--- config.mk ---
export PLATFORM = sky130hd
export DESIGN_NAME = instr_fetch_unit
export DESIGN_NICKNAME = d
export VERILOG_FILES = /design/src/rtl/instr_fetch_unit.sv
export SDC_FILE = /design/constraint.sdc
export NUM_CORES = 1
export LEC_CHECK = 0
export ABC_CLOCK_PERIOD_IN_PS = 3700
export CORE_ASPECT_RATIO = 2
export CORE_MARGIN = 2
export CORE_UTILIZATION = 43
export CTS_CLUSTER_DIAMETER = 120
export DETAILED_ROUTE_END_ITERATION = 16
export PLACE_DENSITY = 0.94
export SYNTH_ARGS = -nofsm -noshare
export SYNTH_HDL_FRONTEND = slang
export SYNTH_SLANG_ARGS = --single-unit
--- constraint.sdc ---
create_clock -name clk -period 3.7 [get_ports clk]
set_input_delay 0.74 -clock clk [delete_from_list [all_inputs] [get_ports clk]]
set_output_delay 0.74 -clock clk [all_outputs]
set_load 0.1 [all_outputs]
--- src/rtl/instr_fetch_unit.sv ---
// Instruction fetch stage: fetches the word at pc_in over a req/ack memory handshake,
// presents it to decode with valid/ready and pulses the PC write-enable on acceptance.
module instr_fetch_unit #(
    parameter int unsigned       ADDR_W   = 32,
    parameter int unsigned       DATA_W   = 32,
    parameter int unsigned       TIMEOUT  = 16,
    parameter logic [DATA_W-1:0] NOP_WORD = '0
) (
    input  logic              clk,
    input  logic              reset,
    input  logic [ADDR_W-1:0] pc_in,
    input  logic              flush,
    output logic              imem_req,
    output logic [ADDR_W-1:0] imem_addr,
    input  logic              imem_ack,
    input  logic [DATA_W-1:0] imem_rdata,
    output logic [DATA_W-1:0] instr_out,
    output logic [ADDR_W-1:0] instr_pc,
    output logic              instr_valid,
    input  logic              dec_ready,
    output logic              pc_wre,
    output logic              fetch_err
);

    localparam int unsigned      CNT_W    = (TIMEOUT > 1) ? $clog2(TIMEOUT) : 1;
    localparam logic [CNT_W-1:0] CNT_LAST = CNT_W'(TIMEOUT - 1);

    typedef enum logic [1:0] {
        IDLE = 2'd0,
        REQ  = 2'd1,
        HOLD = 2'd2
    } state_e;

    state_e              state_q, state_d;
    logic [ADDR_W-1:0]   addr_q, addr_d;
    logic [DATA_W-1:0]   instr_q, instr_d;
    logic [CNT_W-1:0]    cnt_q, cnt_d;
    logic                err_q, err_d;
    logic                drop_q, drop_d;
    logic                drop_now;
    logic                pc_wre_d;

    // A flush arriving in the same cycle as the ack/timeout also discards the fetch.
    assign drop_now = drop_q | flush;

    // Next-state and datapath updates
    always_comb begin
        state_d  = state_q;
        addr_d   = addr_q;
        instr_d  = instr_q;
        cnt_d    = cnt_q;
        err_d    = err_q;
        drop_d   = drop_q;
        pc_wre_d = 1'b0;

        case (state_q)
            IDLE: begin
                addr_d = pc_in;
                cnt_d  = '0;
                drop_d = 1'b0;
                if (pc_in[1:0] != 2'b00) begin
                    err_d   = 1'b1;
                    instr_d = NOP_WORD;
                    state_d = HOLD;
                end else begin
                    state_d = REQ;
                end
            end
            REQ: begin
                cnt_d = cnt_q + CNT_W'(1);
                if (flush) begin
                    drop_d = 1'b1;
                end
                if (imem_ack) begin
                    drop_d = 1'b0;
                    if (drop_now) begin
                        state_d = IDLE;
                    end else begin
                        instr_d = imem_rdata;
                        state_d = HOLD;
                    end
                end else if (cnt_q == CNT_LAST) begin
                    err_d   = 1'b1;
                    instr_d = NOP_WORD;
                    drop_d  = 1'b0;
                    state_d = drop_now ? IDLE : HOLD;
                end
            end
            HOLD: begin
                if (flush) begin
                    state_d = IDLE;
                end else if (dec_ready) begin
                    pc_wre_d = 1'b1;
                    state_d  = IDLE;
                end
            end
            default: state_d = IDLE;
        endcase
    end

    always_ff @(posedge clk or negedge reset) begin
        if (!reset) begin
            state_q <= IDLE;
            addr_q  <= '0;
            instr_q <= '0;
            cnt_q   <= '0;
            err_q   <= 1'b0;
            drop_q  <= 1'b0;
        end else begin
            state_q <= state_d;
            addr_q  <= addr_d;
            instr_q <= instr_d;
            cnt_q   <= cnt_d;
            err_q   <= err_d;
            drop_q  <= drop_d;
        end
    end

    // Request/valid decode straight from the state flop so reset drops them at once.
    assign imem_req    = (state_q == REQ);
    assign instr_valid = (state_q == HOLD);
    assign imem_addr   = addr_q;
    assign instr_pc    = addr_q;
    assign instr_out   = instr_q;
    assign fetch_err   = err_q;
    assign pc_wre      = pc_wre_d;

endmodule

==> implementation parameters, run 1 <==
Parameter                              Value

Status
  Outcome    completed

Setup path
  Cell depth of the worst flop-to-flop path    5
  Biggest cell delay along the critical path    roughly 1.2 ns
  Maximum fanout along the worst path    3
  Worst Path Required    roughly 3.0 ns
  CP delay by family, top    buffers and inverters
  Number of buffer and inverter instances along the worst setup path    1
  Endpoint of the lowest-slack register-to-register path    instr_out[4]
  Cells along the critical path    clkdlybuf4s50_1
  CP Data Arrival Time    ~1.9 ns
  Worst-case register-to-register setup slack    between 1 and 1.5 ns
  Kind of end point of the critical path    primary output
  Type of element launching the critical path    flip-flop
  Highest-delay cell along the critical path    clkdlybuf4s50_1
  Reg-to-reg startpoint    state_q[0]
  Category of the critical setup timing path    flip-flop to primary output

Synth
  Number of instances in the synthesized netlist    252
  Synthesis-stage register bit count    just over 70
  Most used flip-flop cell after synthesis    dfrtp_1
  Post-Syn Nets    ~320
  Per-instance average area after synthesis    roughly 13 um^2
  Netlist cell types    26
  Share of the synthesized area in the top cell type    0.555
  Leading cell types by total area after synthesis    dfrtp_1 55%, mux2_2 11%, a21bo_1 9.2%, buf_4 7.6%, nand4_1 6.2%
  Async set-reset flop share out of synthesis    1.00
  Cell with the most instances after synthesis    dfrtp_1
  Netlist Area Pre-Place    3250 um^2
  Synth area leader    dfrtp_1
  Proportion of synthesized chip area in sequential cells    0.555
  Most common library cells after synthesis    72 x dfrtp_1, 33 x buf_4, 33 x mux2_2, 32 x nand4_1, 30 x a21bo_1
  Number of synthesized flops with an enable pin    0
  Yosys warning count    0

Timing
  Upper clock frequency limit    approximately 380 MHz
  Total negative slack    0 ns
  Worst slew margin relative to its limit    0.315
  Final Hold Violating Endpoints    0
  Final Max Tran Viols    0
  Tightest Pin Transition    1.02 ns
  Share of the clock period used by the worst path after layout    0.713
  Min cycle time layout    2.64 ns
  Unrepaired setup endpoints after global routing    no
  Post-route clock skew    about 0.0064 ns
  Final setup violation count    0

Floorplanning
  Number of standard-cell rows in the floorplan    44
  Width of the chip    ~65 um
  Die Ht    127 um
  Full die area    approximately 8300 um^2
  Ports placed on the boundary    169
  Floorplan Core Area    a little over 7000 um^2
  Starting Density    0.447

Final layout
  Antenna diodes    0
  Fraction of final layout cells with drive strength greater than 1    0.169
  Layout overhead on the synthesized area    57.3%
  Nets@finish    between 400 and 500
  Core utilization of the finished layout    0.703

Global routing
  Number of antenna violations at the first check in global routing    0
  Global-route usage over all layers    0.216
  Largest net degree at the start of global routing    between 70 and 80
  Leftover overflow at the end of global routing    0
  Vias in the first global route    between 2k and 3k
  Wire length of the first global-routing pass    roughly 14000 um

Clock network
  Clk Latency, worst-skew pair    0.33 ns
  Master cell of the clock root buffer    clkbuf_16
  Post-CTS Resized    0
  Register clock-pin slew on the reported worst setup and hold paths    roughly 0.050 ns
  H-tree levels    3
  Post-CTS Setup Bufs    0
  Clk sinks    72
  Bufs on Longest Clock Path    2
  Hold buffer count at cts    0
  Number of buffers added by the clock tree synthesis step    9
  Clock tree from TritonCTS    yes

Run
  Number of violations of the max-capacitance limit    0

Detailed routing
  DRC marker count from the first detailed-route iteration    roughly 150
  Routed Wire Length    8490 um
  Antenna Nets Post-Route    0
  Detail-routed net length per standard cell    around 18 um
  Via count    around 2.6k
  Vias per cell    roughly 5.4
  Number of remaining DRC errors    0
  Initial DRT Pass Iterations    4

Placed design
  Dpl hpwl    6230 um
  PortBufs    168
  Weighted congestion at the end of routability-driven global placement    between 0.7 and 0.8

Hold path
  Worst min-delay path category    flip-flop to flip-flop
  Startpoint of the most critical hold path    fetch_err
  Hold path endpoint    fetch_err
  Hold-critical path depth    1
## cells by family after synthesis
kind of cell | count (synthesis) | share of synthesized area
AO/OA/AOI/OAI | 45 | 0.134
AND/OR/NAND/NOR | 47 | 0.0856
multiplexers | 34 | 0.118
buffers and inverters | 53 | 0.104
flip-flops | 72 | 0.555
adder cells (fa/ha/maj) | 1 | 0.00385
## flip-flops by register name, summed over array words and instances (netlist names)
register	count
instr_out	32
fetch_err	1
drop_q	1
imem_addr	32
cnt_q	4
state_q	2
## area by class of cell
cell class / count / area [um^2]
clock buffers: 11 / 253
clock inverters: 5 / 103
fillers: 519 / 2160
inverters: 2 / 7.51
multi-input cells: 127 / 1120
flip-flops and latches: 72 / 1800
well taps: 92 / 115
repair buffers: 173 / 1710
## metal layers
layer,global-route usage,up-vias,part of all wire
met2,0.394,132,0.56
met1,0.216,1287,0.34
met3,0.0559,20,0.068
met5,0,-,0
li1,-,1147,-
met4,0.113,0,0.031
## cells in the final DEF (no fill, tap or decap), types with 2 or more instances in the layout
cell type        instances
bufinv_16                3
a22o_1                   3
nand3_1                  2
o41ai_1                  2
a21oi_1                  2
inv_1                    2
clkbuf_8                 2
nor2_2                   2
nand2_1                  3
nor3_1                   2
o21ai_0                  2
nand4_1                 32
nor2_1                   2
mux2_2                  33
clkdlybuf4s50_1        164
dfrtp_1                 72
clkbuf_16                9
a21bo_1                 30
buf_4                    9
a21bo_2                  2
a21o_1                   2
## how the worst max path moves through the flow
stage,from,endpoint,depth (start not counted)
floorplan,flush,pc_wre,1
global placement,flush,pc_wre,3
detailed placement,flush,pc_wre,3
CTS,imem_addr[0],imem_addr[0],1
global route,imem_addr[0],imem_addr[0],1
finish,imem_addr[0],imem_addr[0],1
## stage by stage
step | hold WS (ns) | cell area, um^2 | cells | worst slack (ns)
3_5_place_dp | 0.448 | 4750 | 466 | 1.12
4_1_cts | 0.471 | 5110 | 482 | 1.03
2_1_floorplan | 0.444 | 3250 | 252 | 0.538
6_report | 0.463 | 5110 | 482 | 1.06
3_3_place_gp | 0.443 | 4750 | 466 | 1.17
5_1_grt | 0.492 | 5110 | 482 | 1.01
Power of run 1 is left out: the tool's default activity adds up to more than one toggle a clock period on the data nets, which glitch-free logic cannot reach.
==> run 2, diff against run 1 <==
ABC_CLOCK_PERIOD_IN_PS = 2700   (was 3700)
CORE_UTILIZATION = 40   (was 43)
PLACE_DENSITY = 0.89   (was 0.94)
clock period = 2.7 ns   (was 3.7 ns; I/O delays follow)
==> run 2 against run 1 <==
Against the previous run: register-to-register slack worse by 0.75 ns; non-clock buffer count stayed put; first-iteration DRC count is 18% lower; critical path type unchanged; critical path depth is 1 higher; clock-buffer cell count is 1 lower; sequential share of layout area is 1.9 points higher; core utilization is 8.8 points lower; cell area is 5.1% lower; global-route usage is 3.1 points lower; via count is 4.8% lower; hold slack worse by 0.15 ns; clock skew hardly changed.
==> implementation parameters, run 2 (synthesized netlist as in run 1, its figures left out) <==
Parameter                              Value

Setup path
  Worst Path Required    2.16 ns (-0.80 ns)
  Type of element launching the critical path    flip-flop
  Kind of end point of the critical path    primary output
  Category of the critical setup timing path    flip-flop to primary output
  CP Data Arrival Time    1.71 ns (-0.19 ns)
  Maximum fanout along the worst path    11 (+8)

Final layout
  Nets@finish    455 (unchanged)
  Fraction of final layout cells with drive strength greater than 1    0.415 (+0.246)
  Most common cell after layout, fill and taps aside    buf_4
  FILL cells    617 (+19%)
  Leading cell types in the layout, fill and taps excluded    104 x buf_4, 72 x dfrtp_1, 67 x clkdlybuf4s50_1
  Layout overhead on the synthesized area    49.2%
  Antenna diodes    0 (unchanged)

Detailed routing
  Via count    2461 (-4.8%)
  Detail-routed net length per standard cell    16.4 um (-6.8%)
  Initial DRT Pass Iterations    4 (unchanged)
  DRC marker count from the first detailed-route iteration    119 (-18%)
  Vias per cell    5.06 (-5.6%)
  Routed Wire Length    7980 um (-6.0%)
  Number of remaining DRC errors    0 (unchanged)
  Antenna Nets Post-Route    0 (unchanged)

Global routing
  Number of antenna violations at the first check in global routing    0 (unchanged)
  Leftover overflow at the end of global routing    0 (unchanged)
  Global-route usage over all layers    0.184 (-0.0313)
  Wire length of the first global-routing pass    12500 um (-7.8%)
  Vias in the first global route    2538 (-6.6%)
  Largest net degree at the start of global routing    73 (unchanged)

Timing
  Crit path setup slack, layout    0.447 ns (-0.616 ns)
  Post-route clock skew    0.00649 ns (+0.000133 ns)
  Upper clock frequency limit    approximately 440 MHz
  Final Max Tran Viols    0 (unchanged)
  Min cycle time layout    2.25 ns
  Tightest Pin Transition    0.903 ns (-0.121 ns)
  Total negative slack    0 ns (unchanged)
  Share of the clock period used by the worst path after layout    0.834
  Final Hold Violating Endpoints    0 (unchanged)
  Unrepaired setup endpoints after global routing    no
  Final setup violation count    0 (unchanged)
  Worst slew margin relative to its limit    0.398 (+0.0825)

Floorplanning
  Full die area    8900 um^2 (+7.1%)
  Ports placed on the boundary    169 (unchanged)
  Floorplan Core Area    7890 um^2 (+8.5%)
  Die Ht    131 um (+3.6%)
  Number of standard-cell rows in the floorplan    46 (+4.5%)
  Starting Density    0.412 (-0.0350)
  Width of the chip    67.7 um (+3.5%)

Clock network
  Clk Latency, worst-skew pair    0.32 ns (about the same)
  Master cell of the clock root buffer    clkbuf_16
  Number of buffers added by the clock tree synthesis step    9 (unchanged)
  Clock tree from TritonCTS    yes
  Register clock-pin slew on the reported worst setup and hold paths    0.06 ns (about the same)
  Post-CTS Resized    0 (unchanged)
  Post-CTS Setup Bufs    0 (unchanged)
  Hold buffer count at cts    0 (unchanged)
  H-tree levels    3 (unchanged)
  Bufs on Longest Clock Path    2 (unchanged)
  Clk sinks    72 (unchanged)

Placed design
  Dpl hpwl    5900 um (-5.4%)
  Weighted congestion at the end of routability-driven global placement    0.740 (-4.5%)
  PortBufs    168 (unchanged)
  Worst slack after detailed placement    0.418 ns (-0.698 ns)

Hold path
  Worst min-delay path category    input pin to async pin

Run
  Number of violations of the max-capacitance limit    0 (unchanged)

Status
  Outcome    completed
[run 2: cell count changes in the layout (fill, tap and decap cells not counted), sizes merged]
cell           previous run  this run
buf                       9       106
bufinv                    3         1
clkbuf                   11        10
clkdlybuf4s50           164        67
clkinv                    1         2
clkinvlp                  1         3
[run 2: per-stage QoR]
step,util,instances,instance area (um^2),hold WS [ns]
detailed placement,0.577,470,4550,0.454
CTS,0.615,486,4850,0.372
finish,0.615,486,4850,0.310
global route,0.615,486,4850,0.412
global placement,0.577,470,4550,0.445
floorplan,-,252,3260,0.244
[run 2: metal layers]
metal | GRT usage | wire (um) | up-vias
met2 | 0.322 | 4360 | 119
met4 | 0.0816 | 205 | 0
met3 | 0.0505 | 683 | 20
met5 | 0 | 0 | -
met1 | 0.197 | 2740 | 1180
li1 | - | - | 1142
[run 2: cell type report]
class	count	area (um^2)	area share
clock buffers	10	229	0.0473
clock inverters	6	70.1	0.0145
inverters	2	7.51	0.00155
multi-input cells	127	1130	0.232
flip-flops and latches	72	1800	0.372
well taps	96	120	0.0248
repair buffers	173	1490	0.308
[run 2: path summary, 6_finish.rpt]
path	endpoint	slack, ns	startpoint	cells after the start
max	imem_req	0.45	state_q[0]	2
min	imem_addr[29]	0.31	reset	1
max reg2reg	instr_out[0]	0.63	state_q[0]	5
min reg2reg	fetch_err	0.46	fetch_err	1
max in group asynchronous	instr_out[30]	1.76	reset	1
min in group clk	fetch_err	0.46	fetch_err	1
[run 2: critical path: stages (launching register included)]
cell and delay (ns):
dfrtp_1 0.61, nor2b_1 0.52, buf_12 0.25
Power of run 2 is left out for the same reason.
